**src/rtl/fetch_stage_pkg.sv**
```systemverilog
// Shared constants and types for the instruction-fetch stage.
// Holds the NOP encoding, reset vector and the fetch-buffer entry layout.
package fetch_stage_pkg;

    localparam logic [31:0] NOP_INSTR    = 32'h0000_0013;
    localparam logic [31:0] RESET_VECTOR = 32'h0000_0000;

    typedef struct packed {
        logic [31:0] pc;
        logic [31:0] instr;
    } fetch_entry_t;

    function automatic logic [31:0] align_word(input logic [31:0] a);
        return {a[31:2], 2'b00};
    endfunction

endpackage

```
**src/rtl/fetch_buffer.sv**
```systemverilog
// Small {pc, instr} FIFO between instruction memory and decode.
// Flush empties it in one cycle; head entry is visible combinationally.
module fetch_buffer #(
    parameter int DEPTH = 2,
    localparam int AW = $clog2(DEPTH),
    localparam int CW = AW + 1
) (
    input  logic          clk,
    input  logic          rst,
    input  logic          push,
    input  logic          pop,
    input  logic          flush,
    input  logic [63:0]   wdata,
    output logic [63:0]   rdata,
    output logic [CW-1:0] count,
    output logic          empty,
    output logic          full
);

    logic [63:0]   mem [DEPTH];
    logic [AW-1:0] wr_ptr;
    logic [AW-1:0] rd_ptr;

    assign empty = (count == '0);
    assign full  = (count == CW'(DEPTH));
    assign rdata = mem[rd_ptr];

    always_ff @(posedge clk) begin
        if (push && !flush)
            mem[wr_ptr] <= wdata;
    end

    always_ff @(posedge clk or negedge rst) begin
        if (!rst) begin
            wr_ptr <= '0;
            rd_ptr <= '0;
            count  <= '0;
        end else if (flush) begin
            wr_ptr <= '0;
            rd_ptr <= '0;
            count  <= '0;
        end else begin
            if (push)
                wr_ptr <= wr_ptr + AW'(1);
            if (pop)
                rd_ptr <= rd_ptr + AW'(1);
            count <= count + CW'(push) - CW'(pop);
        end
    end

    a_no_overflow: assert property (@(posedge clk) disable iff (!rst)
        !(push && full && !flush));

endmodule

```
**src/rtl/fetch_stage.sv**
```systemverilog
// RV32IM fetch stage: PC, credit-limited issue to imem, stale-response
// dropping after redirects, and the buffered hand-off to decode.
module fetch_stage
    import fetch_stage_pkg::*;
#(
    parameter logic [31:0] RESET_PC  = RESET_VECTOR,
    parameter int          BUF_DEPTH = 2
) (
    input  logic        clk,
    input  logic        rst,
    output logic        imem_req,
    output logic [31:0] imem_addr,
    input  logic        imem_gnt,
    input  logic        imem_rvalid,
    input  logic [31:0] imem_rdata,
    input  logic        stall,
    input  logic        redirect,
    input  logic [31:0] redirect_pc,
    output logic        if_valid,
    output logic [31:0] if_pc,
    output logic [31:0] if_pc_plus4,
    output logic [31:0] if_instruction
);

    localparam int AW = $clog2(BUF_DEPTH);
    localparam int CW = AW + 1;
    localparam logic [CW:0] CREDITS = (CW+1)'(BUF_DEPTH);

    logic [31:0]   pc;
    logic          running;
    logic [CW-1:0] outstanding;
    logic [CW-1:0] outstanding_next;
    logic [CW-1:0] drop_cnt;
    logic [31:0]   tag_mem [BUF_DEPTH];
    logic [AW-1:0] tag_wr;
    logic [AW-1:0] tag_rd;

    logic          grant;
    logic          drop_rsp;
    logic          push;
    logic          pop;
    logic [63:0]   buf_rdata;
    logic [CW-1:0] buf_count;
    logic          buf_empty;
    logic          buf_full;
    fetch_entry_t  head;

    // running holds off the first request until the cycle after reset release
    assign imem_req = running && !redirect &&
        (({1'b0, outstanding} + {1'b0, buf_count}) < CREDITS);
    assign imem_addr = pc;

    assign grant    = imem_req && imem_gnt;
    assign drop_rsp = imem_rvalid && (drop_cnt != '0);
    assign push     = imem_rvalid && !drop_rsp && !redirect;
    assign pop      = !buf_empty && !stall && !redirect;

    assign outstanding_next = outstanding + CW'(grant) - CW'(imem_rvalid);

    always_ff @(posedge clk) begin
        if (grant)
            tag_mem[tag_wr] <= pc;
    end

    always_ff @(posedge clk or negedge rst) begin
        if (!rst) begin
            pc          <= RESET_PC;
            running     <= 1'b0;
            outstanding <= '0;
            drop_cnt    <= '0;
            tag_wr      <= '0;
            tag_rd      <= '0;
        end else begin
            running     <= 1'b1;
            outstanding <= outstanding_next;
            if (redirect) begin
                pc       <= align_word(redirect_pc);
                drop_cnt <= outstanding_next;
                tag_wr   <= '0;
                tag_rd   <= '0;
            end else begin
                if (grant) begin
                    pc     <= pc + 32'd4;
                    tag_wr <= tag_wr + AW'(1);
                end
                if (push)
                    tag_rd <= tag_rd + AW'(1);
                drop_cnt <= drop_cnt - CW'(drop_rsp);
            end
        end
    end

    fetch_buffer #(.DEPTH(BUF_DEPTH)) u_buf (
        .clk   (clk),
        .rst   (rst),
        .push  (push),
        .pop   (pop),
        .flush (redirect),
        .wdata ({tag_mem[tag_rd], imem_rdata}),
        .rdata (buf_rdata),
        .count (buf_count),
        .empty (buf_empty),
        .full  (buf_full)
    );

    assign head           = fetch_entry_t'(buf_rdata);
    assign if_valid       = !buf_empty;
    assign if_pc          = buf_empty ? pc : head.pc;
    assign if_instruction = buf_empty ? NOP_INSTR : head.instr;
    assign if_pc_plus4    = if_pc + 32'd4;

    a_redirect_aligned: assert property (@(posedge clk) disable iff (!rst)
        redirect |-> (redirect_pc[1:0] == 2'b00));
    a_drop_le_out: assert property (@(posedge clk) disable iff (!rst)
        drop_cnt <= outstanding);
    a_full_no_req: assert property (@(posedge clk) disable iff (!rst)
        buf_full |-> !imem_req);

endmodule

```
**config.mk**
```make
export PLATFORM = sky130hd
export DESIGN_NAME = fetch_stage
export DESIGN_NICKNAME = d
export VERILOG_FILES = /design/src/rtl/fetch_stage_pkg.sv /design/src/rtl/fetch_buffer.sv /design/src/rtl/fetch_stage.sv
export SDC_FILE = /design/constraint.sdc
export NUM_CORES = 1
export LEC_CHECK = 0
export CAP_MARGIN = 20
export CORE_UTILIZATION = 56
export DETAILED_ROUTE_END_ITERATION = 10
export PLACE_DENSITY = 0.86
export SLEW_MARGIN = 20
export SYNTH_ARGS = -nofsm -noshare
export SYNTH_HDL_FRONTEND = slang
export SYNTH_SLANG_ARGS = --single-unit
```
**constraint.sdc**
```tcl
create_clock -name clk -period 15.9 [get_ports clk]
set_clock_uncertainty 0.1 [all_clocks]
set_input_delay 1.59 -clock clk [delete_from_list [all_inputs] [get_ports clk]]
set_output_delay 1.59 -clock clk [all_outputs]
set_load 0.1 [all_outputs]
```
==> results.toml <==
[logic_synthesis]
async_flop_share_pct = 18.2
synth_cell_types = 63
avgSynthCellArea_um2 = 13.5
ys_seq_area_share_pct = 64.5
ys_ff_latch = 225
synth-edff-count = 184
synth_area_leader_cell = "edfxtp_1"
yosys_warnings = 0
synth_ff_type = "edfxtp_1"
synth_area_leaders = "edfxtp_1 54%, dfrtp_1 10%, mux2i_1 6.2%"
yosysTopAreaCellShare_pct = 54.4
netlist_instances = 752
syn_area_um2 = 10200

[placement]
dpl_cell_area_um2 = 12200
post-place-ws_ns = 9.24
gp_congestion = 0.871
dp_hpwl_um = 16200
io_buffers = 191
dp.cells = 1144

[worst_setup_path]
start_kind = "flip-flop"
critPathKind = "reg2out"
crit_buf_inv = 3
worst_ep_required_time_ns = 14.21
cp_slowest_cell = "clkdlybuf4s50_1"
critPathArrivalTime_ns = 5.53
path_cells = "nor2_4 > buf_4 > inv_4 > mux2i_1 > a211oi_2 > nand4_1 > nor4b_2 > xor2_1 > clkdlybuf4s50_1"
critPathMaxFanout = 44
path_delay_family = "buffers and inverters"
end_kind = "output port"
max_stage_delay_ns = 1.19

[timing]
max_slew_margin_pct = 30.4
fin_crit_ns = 7.22
timing.fmax_mhz = 138
finalSetupViolations = 0
worst_pin_slew_ns = 1.04
final.setup.tns_ns = 0
rsz0062_at_grt = "false"
hold_slack_ns = 0.460
final_max_slew_viol_count = 0
period_share_pct = 45.4
hold_viol = 0
finalWorstSetupSlack_ns = 8.68

[power]
irDropWorstVdd_mv = 0.190
p_leak_nw = 4.50
switching_share_pct = 49.9
clockPowerShare_pct = 19.1
p_sw_mw = 1.30
power_frac_comb_pct = 51.4
p_int_mw = 1.31
powerDensity_nw_per_um2 = 202
power_mw = 2.61
p_seq_share_pct = 29.5

[cells_and_area]
fin_nets = 1022
final_area_um2 = 12900
drive_gt1_share_pct = 11.1
fin_cells = 1186
syn_to_final_growth_pct = 27.1
final_util_pct = 73.9
fillers = 1080

[clocking]
clk_root_buffer_cell = "clkbuf_16"
ctsResizeCount = 0
htreeDepth = 1
clk_pin_slew_ns = 0.06
clock_latency_ns = 0.50
holdBufCountCts = 0
cts_tree = "yes"
cts.sinks = 225
ctsLongestPathBuffers = 3
numCtsBuffers = 23
post_cts_buffers = 0

[routing]
wl_um = 24800
vias = 7013
first_pass_iters = 5
drtIter0Drc = 626
postRouteAntennaNets = 0
drc_errors = 0
wl_per_cell_um = 20.9
vias_per_cell = 5.91

[job]
cap_violations = 0

[floorplan]
start_util_pct = 58.1
pin_count = 200
die_y_um = 137
die-area_um2 = 18700
num_rows = 48
core_area_um2 = 17500
die_w_um = 137

[grt]
grt_first_pass_wirelength_um = 37500
antenna_found_initial = 0
groute.usage.overall_pct = 26.7
grt_pass1_vias = 7078
gr-total-overflow = 0
grt_max_degree = 55

[outcome]
status = "finished clean"

[min_path]
min_path_type = "reg2reg"
[Yosys cell counts, types with 7 or more instances]
library cell / count
edfxtp_1: 184
mux2i_1: 63
nor2_1: 63
nand2_1: 56
dfrtp_1: 41
mux2_2: 41
nor3_1: 29
o21ai_0: 28
inv_1: 26
xnor2_1: 26
nand3_1: 20
clkbuf_1: 15
a21oi_1: 12
a21o_1: 11
xor2_1: 10
buf_1: 8
buf_4: 8
o311ai_0: 8
ha_1: 7
[flip-flops by register name, summed over array words and instances (netlist names)]
name and cells:
u_buf.mem 124, tag_mem 60, imem_addr 30, drop_cnt 2, outstanding 2, u_buf.count 2, running 1, tag_rd 1
tag_wr 1, u_buf.rd_ptr 1, u_buf.wr_ptr 1
[layout by cell type, fill, tap and decap left out, types with 3 or more instances in the layout]
| cell type | n |
|---|---|
| nor3_1 | 28 |
| buf_4 | 11 |
| clkinv_2 | 3 |
| mux2_2 | 41 |
| a21o_1 | 11 |
| a32oi_1 | 3 |
| nor4_1 | 3 |
| edfxtp_1 | 184 |
| clkdlybuf4s50_1 | 189 |
| xnor2_1 | 26 |
| mux2i_1 | 63 |
| a21oi_1 | 12 |
| and3_1 | 5 |
| nand3_1 | 20 |
| o311ai_0 | 8 |
| nand4_1 | 5 |
| conb_1 | 7 |
| a31oi_1 | 6 |
| clkinv_1 | 4 |
| dfrtp_1 | 40 |
| ha_1 | 7 |
| nor2b_1 | 4 |
| xor2_1 | 10 |
| o21ai_0 | 28 |
| a21oi_2 | 4 |
| o211ai_1 | 4 |
| a221o_1 | 4 |
| nor2_1 | 62 |
| or4_1 | 3 |
| clkbuf_16 | 23 |
| and2_1 | 5 |
| clkbuf_1 | 8 |
| nor4_2 | 3 |
| nand2_1 | 56 |
| inv_1 | 26 |
[worst paths after layout]
check | from | depth (start not counted) | slack, ns | endpoint
max | u_buf.count[1] | 9 | 8.68 | if_pc_plus4[31]
min | tag_mem[1][30] | 1 | 0.46 | u_buf.mem[0][62]
max reg2reg | u_buf.count[0] | 12 | 11.47 | drop_cnt[1]
min reg2reg | tag_mem[1][30] | 1 | 0.46 | u_buf.mem[0][62]
max in group asynchronous | rst | 2 | 14.20 | u_buf.rd_ptr
min in group asynchronous | rst | 2 | 1.07 | imem_addr[24]
[logic make-up (layout without fill, tap and decap cells)]
| group | Yosys count | in the layout | synth area share [%] |
|---|---|---|---|
| AO/OA/AOI/OAI | 91 | 91 | 6.15 |
| XOR/XNOR | 36 | 36 | 3.10 |
| adder cells (fa/ha/maj) | 8 | 8 | 1.06 |
| buffers and inverters | 69 | 272 | 3.36 |
| flip-flops | 225 | 225 | 64.5 |
| multiplexers | 106 | 106 | 11.0 |
| other | 2 | 8 | 0.0740 |
| AND/OR/NAND/NOR | 215 | 215 | 10.8 |
[power by group through the flow]
stage | clock [mW] | sequential (mW) | combinational, mW
2_1_floorplan | 0 | 0.835 | 0.982
3_3_place_gp | 0 | 0.776 | 1.32
3_5_place_dp | 0 | 0.781 | 1.34
4_1_cts | 0.505 | 0.769 | 1.34
5_1_grt | 0.526 | 0.777 | 1.38
6_report | 0.498 | 0.771 | 1.34
[metal layers]
metal	GRT usage, %	wire length [µm]
met1	33.2	9380
met2	47.0	12900
met3	3.63	1760
met4	10.4	755
met5	0	0
[worst register-to-register path: stages, from the launching register on]
cell and delay [ns]:
dfrtp_1 0.76, and2_1 0.24, fa_1 0.42, nor4b_1 0.54, and2_1 0.67, inv_2 0.45, ha_1 0.41, inv_1 0.04
ha_1 0.18, xnor2_1 0.19, xnor2_1 0.17, nand2_1 0.07, o21ai_0 0.10
[final cells by class]
type	count	area, µm²	share of cell area [%]
sequential	225	6560	50.8
multi-input combinational	463	3290	25.5
antenna	1	2.50	0.0194
clock inverter	9	67.6	0.523
inverter	29	111	0.862
clock buffer	32	619	4.80
timing repair buffer	202	1980	15.4
tap	225	282	2.18
Power figures use the tool's default switching activity.
